$ cat src/rtl/mini_src_pkg.sv
// Shared definitions for the MAR/MDR memory data unit: default widths,
// default timeout and the transaction sequencer state encoding.
package mini_src_pkg;

  localparam int DEF_DATA_W  = 32;
  localparam int DEF_ADDR_W  = 9;
  localparam int DEF_TIMEOUT = 15;

  typedef enum logic [1:0] {
    IDLE = 2'd0,
    RD   = 2'd1,
    WR   = 2'd2,
    RESP = 2'd3
  } mdu_state_t;

endpackage

$ cat src/rtl/mem_data_unit_if.sv
// Single-word RAM handshake between the memory data unit (master) and
// the RAM (slave). Requests are held until mem_ready or abort.
interface mem_data_unit_if
  import mini_src_pkg::*;
#(
  parameter int DATA_W = DEF_DATA_W,
  parameter int ADDR_W = DEF_ADDR_W
);

  logic [ADDR_W-1:0] mem_addr;
  logic [DATA_W-1:0] mem_wdata;
  logic [DATA_W-1:0] mem_rdata;
  logic              mem_rd;
  logic              mem_wr;
  logic              mem_ready;

  modport master (
    output mem_addr,
    output mem_wdata,
    output mem_rd,
    output mem_wr,
    input  mem_rdata,
    input  mem_ready
  );

  modport slave (
    input  mem_addr,
    input  mem_wdata,
    input  mem_rd,
    input  mem_wr,
    output mem_rdata,
    output mem_ready
  );

endinterface

$ cat src/rtl/mdu_timeout_ctr.sv
// Wait-state counter for memory transactions. Clears on request, counts
// cycles without mem_ready and saturates at TIMEOUT, flagging expiry.
module mdu_timeout_ctr
  import mini_src_pkg::*;
#(
  parameter int TIMEOUT = DEF_TIMEOUT
) (
  input  logic clk,
  input  logic clr,
  input  logic clear,
  input  logic enable,
  output logic expired
);

  localparam int CW = $clog2(TIMEOUT + 1);

  logic [CW-1:0] cnt_r;

  assign expired = (cnt_r == CW'(TIMEOUT));

  // Count waiting cycles; hold once TIMEOUT is reached so it never wraps.
  always_ff @(posedge clk or posedge clr) begin
    if (clr) begin
      cnt_r <= '0;
    end else if (clear) begin
      cnt_r <= '0;
    end else if (enable && !expired) begin
      cnt_r <= cnt_r + CW'(1);
    end else begin
      cnt_r <= cnt_r;
    end
  end

endmodule

$ cat src/rtl/mem_data_unit.sv
// MAR/MDR pair on the datapath bus plus the single-word RAM read/write
// sequencer behind them, with a wait-state timeout abort.
module mem_data_unit
  import mini_src_pkg::*;
#(
  parameter int DATA_W  = DEF_DATA_W,
  parameter int ADDR_W  = DEF_ADDR_W,
  parameter int TIMEOUT = DEF_TIMEOUT
) (
  input  logic              clk,
  input  logic              clr,
  input  logic [DATA_W-1:0] bus_in,
  input  logic              mar_in,
  input  logic              mdr_in,
  input  logic              rd_start,
  input  logic              wr_start,
  mem_data_unit_if.master   mem,
  output logic [DATA_W-1:0] mdr_q,
  output logic              busy,
  output logic              done,
  output logic              err
);

  mdu_state_t        state_r;
  logic [ADDR_W-1:0] mar_r;
  logic [DATA_W-1:0] mdr_r;
  logic              rd_r;
  logic              wr_r;
  logic              busy_r;
  logic              done_r;
  logic              err_r;
  logic              ctr_clear_s;
  logic              ctr_en_s;
  logic              expired_s;

  assign mem.mem_addr  = mar_r;
  assign mem.mem_wdata = mdr_r;
  assign mem.mem_rd    = rd_r;
  assign mem.mem_wr    = wr_r;
  assign mdr_q         = mdr_r;
  assign busy          = busy_r;
  assign done          = done_r;
  assign err           = err_r;

  // Counter runs only while a request is outstanding; anywhere else it is held at zero.
  always_comb begin
    ctr_clear_s = 1'b1;
    ctr_en_s    = 1'b0;
    if ((state_r == RD) || (state_r == WR)) begin
      ctr_clear_s = 1'b0;
      ctr_en_s    = !mem.mem_ready;
    end else begin
      ctr_clear_s = 1'b1;
      ctr_en_s    = 1'b0;
    end
  end

  mdu_timeout_ctr #(
    .TIMEOUT (TIMEOUT)
  ) u_timeout_ctr (
    .clk     (clk),
    .clr     (clr),
    .clear   (ctr_clear_s),
    .enable  (ctr_en_s),
    .expired (expired_s)
  );

  // Sequencer with MAR/MDR: loads only in IDLE, so address/data stay stable during a request.
  always_ff @(posedge clk or posedge clr) begin
    if (clr) begin
      state_r <= IDLE;
      mar_r   <= '0;
      mdr_r   <= '0;
      rd_r    <= 1'b0;
      wr_r    <= 1'b0;
      busy_r  <= 1'b0;
      done_r  <= 1'b0;
      err_r   <= 1'b0;
    end else begin
      done_r <= 1'b0;
      err_r  <= 1'b0;
      case (state_r)
        IDLE: begin
          if (mar_in) begin
            mar_r <= bus_in[ADDR_W-1:0];
          end
          if (mdr_in) begin
            mdr_r <= bus_in;
          end
          // Read has priority; a simultaneous write start is discarded.
          if (rd_start) begin
            state_r <= RD;
            rd_r    <= 1'b1;
            busy_r  <= 1'b1;
          end else if (wr_start) begin
            state_r <= WR;
            wr_r    <= 1'b1;
            busy_r  <= 1'b1;
          end else begin
            state_r <= IDLE;
          end
        end
        RD, WR: begin
          // Ready beats a coincident timeout.
          if (mem.mem_ready) begin
            if (state_r == RD) begin
              mdr_r <= mem.mem_rdata;
            end
            state_r <= RESP;
            rd_r    <= 1'b0;
            wr_r    <= 1'b0;
            done_r  <= 1'b1;
          end else if (expired_s) begin
            state_r <= RESP;
            rd_r    <= 1'b0;
            wr_r    <= 1'b0;
            done_r  <= 1'b1;
            err_r   <= 1'b1;
          end else begin
            state_r <= state_r;
          end
        end
        RESP: begin
          state_r <= IDLE;
          busy_r  <= 1'b0;
        end
        default: begin
          state_r <= IDLE;
          rd_r    <= 1'b0;
          wr_r    <= 1'b0;
          busy_r  <= 1'b0;
        end
      endcase
    end
  end

endmodule

$ cat src/flat_wrapper.sv
// flat-port wrapper written by rule: the top's interface ports become plain ports
module mem_data_unit_flat import mini_src_pkg::*;
#(
  parameter int DATA_W  = DEF_DATA_W,
  parameter int ADDR_W  = DEF_ADDR_W,
  parameter int TIMEOUT = DEF_TIMEOUT
)
  (clk, clr, bus_in, mar_in, mdr_in, rd_start, wr_start, mdr_q, busy, done, err, mem_mem_addr, mem_mem_wdata, mem_mem_rd, mem_mem_wr, mem_mem_rdata, mem_mem_ready);
  mem_data_unit_if #(.DATA_W(DATA_W), .ADDR_W(ADDR_W)) mem_i ();
  input  logic clk;
  input  logic clr;
  input  logic [DATA_W-1:0] bus_in;
  input  logic mar_in;
  input  logic mdr_in;
  input  logic rd_start;
  input  logic wr_start;
  output logic [DATA_W-1:0] mdr_q;
  output logic busy;
  output logic done;
  output logic err;
  output wire logic [$bits(mem_i.mem_addr)-1:0] mem_mem_addr;
  output wire logic [$bits(mem_i.mem_wdata)-1:0] mem_mem_wdata;
  output wire logic [$bits(mem_i.mem_rd)-1:0] mem_mem_rd;
  output wire logic [$bits(mem_i.mem_wr)-1:0] mem_mem_wr;
  input wire logic [$bits(mem_i.mem_rdata)-1:0] mem_mem_rdata;
  input wire logic [$bits(mem_i.mem_ready)-1:0] mem_mem_ready;
  assign mem_mem_addr = mem_i.mem_addr;
  assign mem_mem_wdata = mem_i.mem_wdata;
  assign mem_mem_rd = mem_i.mem_rd;
  assign mem_mem_wr = mem_i.mem_wr;
  assign mem_i.mem_rdata = mem_mem_rdata;
  assign mem_i.mem_ready = mem_mem_ready;
  mem_data_unit #(.DATA_W(DATA_W), .ADDR_W(ADDR_W), .TIMEOUT(TIMEOUT)) u_core (.clk(clk), .clr(clr), .bus_in(bus_in), .mar_in(mar_in), .mdr_in(mdr_in), .rd_start(rd_start), .wr_start(wr_start), .mem(mem_i), .mdr_q(mdr_q), .busy(busy), .done(done), .err(err));
endmodule
$ cat config.mk
export PLATFORM = sky130hd
export DESIGN_NAME = mem_data_unit_flat
export DESIGN_NICKNAME = d
export VERILOG_FILES = /design/src/rtl/mini_src_pkg.sv /design/src/rtl/mem_data_unit_if.sv /design/src/rtl/mdu_timeout_ctr.sv /design/src/rtl/mem_data_unit.sv /design/src/flat_wrapper.sv
export SDC_FILE = /design/constraint.sdc
export NUM_CORES = 1
export LEC_CHECK = 0
export ABC_AREA = 1
export BUFFER_PORTS_ARGS = -buffer_cell sky130_fd_sc_hd__buf_2
export CORE_MARGIN = 2
export CORE_UTILIZATION = 46
export DETAILED_ROUTE_END_ITERATION = 10
export HOLD_SLACK_MARGIN = 0.06
export PLACE_DENSITY_LB_ADDON = 0.1
export SKIP_CTS_REPAIR_TIMING = 1
export SLEW_MARGIN = 20
export SYNTH_ARGS = -nofsm -noshare
export SYNTH_HDL_FRONTEND = slang
export SYNTH_SLANG_ARGS = --single-unit
$ cat constraint.sdc
create_clock -name clk -period 1.85 [get_ports clk]
set_clock_uncertainty 0.1 [all_clocks]
set_input_delay 0.37 -clock clk [delete_from_list [all_inputs] [get_ports clk]]
set_output_delay 0.37 -clock clk [all_outputs]
set_load 0.01 [all_outputs]
==> results.sh <==
export IMPL_status="finished, final reports clean"
export IMPL_drt_initial_drc_count=94
export IMPL_drt_pass1_iterations=4
export IMPL_grt_max_degree=53
export IMPL_postSynth_asyncResetShare_pct=100.0
export IMPL_antenna_found_initial=0
export IMPL_rows=28
export IMPL_ys_flop_type="dfrtp_1"
export IMPL_holdPathStages=2
export IMPL_p_per_area_nw_per_um2=2052
export IMPL_ff2ff_setup_slack_ps=120
export IMPL_cp_num_cells=9
export IMPL_post_drt_via_cell_ratio=4.653
export IMPL_drc=0
export IMPL_cts_buffer_depth=2
export IMPL_synth_compound_area_share_pct=4.174
export IMPL_ys_seq_area_share_pct=45.22
export IMPL_postLayoutCellArea_um2=3597
export IMPL_clk_latency_ps=310
export IMPL_cp_required_ps=1950
export IMPL_reg2reg_from="u_core.state_r[0]$_DFFE_PP0N_"
export IMPL_gp_congestion=0.7826
export IMPL_critPathMaxStageDelay_ps=390
export IMPL_cts_sinks=52
export IMPL_final_net_count=571
export IMPL_worstPathArrival_ps=1830
export IMPL_synth_simple_area_share_pct=33.30
export IMPL_ios=149
export IMPL_hold_viol_final=0
export IMPL_track_usage_pct=21.28
export IMPL_num_antenna_cells=0
export IMPL_reg2reg_to="u_core.mdr_q[17]$_DFFE_PP0P_"
export IMPL_synthMuxAreaShare_pct=0
export IMPL_synth_top_cells_by_count="nand2_1 (175), dfrtp_1 (52), nand3_1 (38), buf_4 (33), o21ai_0 (24)"
export IMPL_die_w_um=83.10
export IMPL_dp_hpwl_um=5268
export IMPL_slew_limit_headroom_pct=82.08
export IMPL_synthCells=378
export IMPL_fin_crit_sh_pct=93.67
export IMPL_synth_most_common_cell="nand2_1"
export IMPL_synth_fa_ha_area_share_pct=2.174
export IMPL_fp_dieH_um=83.10
export IMPL_place_area_um2=3461
export IMPL_rsz0062_at_grt="no"
export IMPL_min_to="u_core.err$_DFF_PP0_"
export IMPL_syn_area_per_cell_um2=7.613
export IMPL_crit_chain="inv_1 -> buf_4 -> ha_1 -> inv_2 -> nor2_1 -> nor2_4 -> buf_4 -> nand3_1 -> nand2_1"
export IMPL_core_area_um2=5991
export IMPL_synth_enable_flop_cells=0
export IMPL_max_cap_viol_count=0
export IMPL_cpLargestDelayFamily="buffers and inverters"
export IMPL_synth_top_area_share_pct=45.22
export IMPL_hp_start="mem_mem_ready"
export IMPL_crit_path_max_fanout=14
export IMPL_grt_pass1_wl_um=11950
export IMPL_ff2ff_path_depth=9
export IMPL_start_util_pct=48.04
export IMPL_worstSetupEndpointType="flop"
export IMPL_tightest_slew_ps=266.0
export IMPL_slew_viol_final=0
export IMPL_slowest_stage="dfrtp_1"
export IMPL_holdWs_ps=223.2
export IMPL_h_tree_depth=2
export IMPL_yosysTopAreaCell="dfrtp_1"
export IMPL_overflow=0
export IMPL_routedWlPerCell_um=12.41
export IMPL_ant_nets=0
export IMPL_cts_tree="built"
export IMPL_path_common_cell="buf_4"
export IMPL_min_period_ps=1733
export IMPL_ys_seq_elements=52
export IMPL_p_total_w=0.007382
export IMPL_drive_gt1_share_pct=35.48
export IMPL_synth_top_family_by_area="simple AND/OR/NAND/NOR gates"
export IMPL_synth_nets=454
export IMPL_min_path_type="in -> reg"
export IMPL_cts_buffers=5
export IMPL_crit_path_start_kind="flop"
export IMPL_synth_area_um2=2878
export IMPL_p_leak_nw=2.199
export IMPL_synth_xor_area_share_pct=0
export IMPL_yosys_warnings=0
export IMPL_fin_tns_setup_ps=0
export IMPL_yosysUniqueCellTypes=20
export IMPL_die_area_um2=6905
export IMPL_fmax_mhz=577.1
export IMPL_portBuffers=148
export IMPL_routed_wl_um=7084
export IMPL_peakVddDrop_mv=1.333
export IMPL_critPathBufInv=4
export IMPL_root_buffer="clkbuf_8"
export IMPL_clkTransAtPathRegs_ps=90
export IMPL_grt_pass1_vias=2445
export IMPL_crit_type="reg -> reg"
export IMPL_synthToLayoutAreaGrowth_pct=25.00
export IMPL_synthTopCellsByArea="dfrtp_1 (45%), nand2_1 (23%), buf_4 (8.6%), nand3_1 (6.6%), o21ai_0 (4.2%)"
export IMPL_setup_viol=0
export IMPL_vias=2657
==> layer usage <==
layer / up-vias / global-route usage (%) / routed length [um]
met3: 9 / 5.169 / 444
li1: 1376 / - / -
met5: - / 0 / 0
met1: 1182 / 27.74 / 3134
met4: 0 / 6.259 / 101
met2: 90 / 35.19 / 3403
==> cells by family after synthesis <==
family | after synthesis
AND/OR/NAND/NOR | 227
buffers and inverters | 70
flip-flops | 52
AO/OA/AOI/OAI | 24
adder cells (fa/ha/maj) | 5
==> layout by cell type (no fill, tap or decap), drive strengths merged, types with 5 or more instances in the layout <==
master / Yosys / layout
dfrtp: 52 / 52
nand3: 38 / 38
o21ai: 24 / 24
buf: 48 / 158
clkbuf: 1 / 8
nand2: 178 / 178
nor2: 9 / 9
ha: 5 / 5
inv: 21 / 21
==> final cells by class <==
cell class                 count  area, um2
fill                         568       2394
clock buffer                   8      90.09
inverter                      21      86.33
tap                           75      93.84
sequential                    52       1301
multi-input combinational    256       1167
timing repair buffer         159      858.3
==> stage by stage <==
stage	std cells	worst slack, ps	util (%)
2_1_floorplan	378	122.1	-
3_3_place_gp	562	21.85	57.77
3_5_place_dp	562	-50.99	57.77
4_1_cts	570	-82.13	59.27
5_1_grt	571	0.01199	60.05
6_report	571	117.2	60.05
==> worst register-to-register path, delay by kind of cell (launching register included) <==
kind / cells / cell delay, ps
fa+ha+maj: 1 / 180
buf+inv: 4 / 500
flops: 1 / 390
simple gates: 4 / 460
==> how the worst max path moves through the flow <==
stage | to | start | slack (ps)
floorplan | u_core.busy$_DFFE_PP0P_ | clr | 120
global placement | u_core.mdr_q[25]$_DFFE_PP0P_ | u_core.state_r[1]$_DFFE_PP0N_ | 20
detailed placement | u_core.mdr_q[4]$_DFFE_PP0P_ | u_core.state_r[1]$_DFFE_PP0N_ | -50
CTS | u_core.mdr_q[23]$_DFFE_PP0P_ | u_core.state_r[1]$_DFFE_PP0N_ | -80
global route | u_core.u_timeout_ctr.cnt_r[2]$_DFFE_PP0P_ | u_core.state_r[1]$_DFFE_PP0N_ | 0.01
finish | u_core.mdr_q[17]$_DFFE_PP0P_ | u_core.state_r[0]$_DFFE_PP0N_ | 120
==> where the power goes <==
part           internal (W)  switching (W)  leakage, nW
logic               0.00178        0.00290         1.50
clock network      0.000306       0.000365       0.0455
registers           0.00169       0.000344        0.651
==> sequential cells by signal, indices dropped and copies added (netlist names) <==
signal,cells
u_core.busy,1
u_core.done,1
u_core.err,1
u_core.mdr_q,32
u_core.mem.mem_addr,9
u_core.mem.mem_rd,1
u_core.mem.mem_wr,1
u_core.state_r,2
u_core.u_timeout_ctr.cnt_r,4
Power figures use the tool's default switching activity.
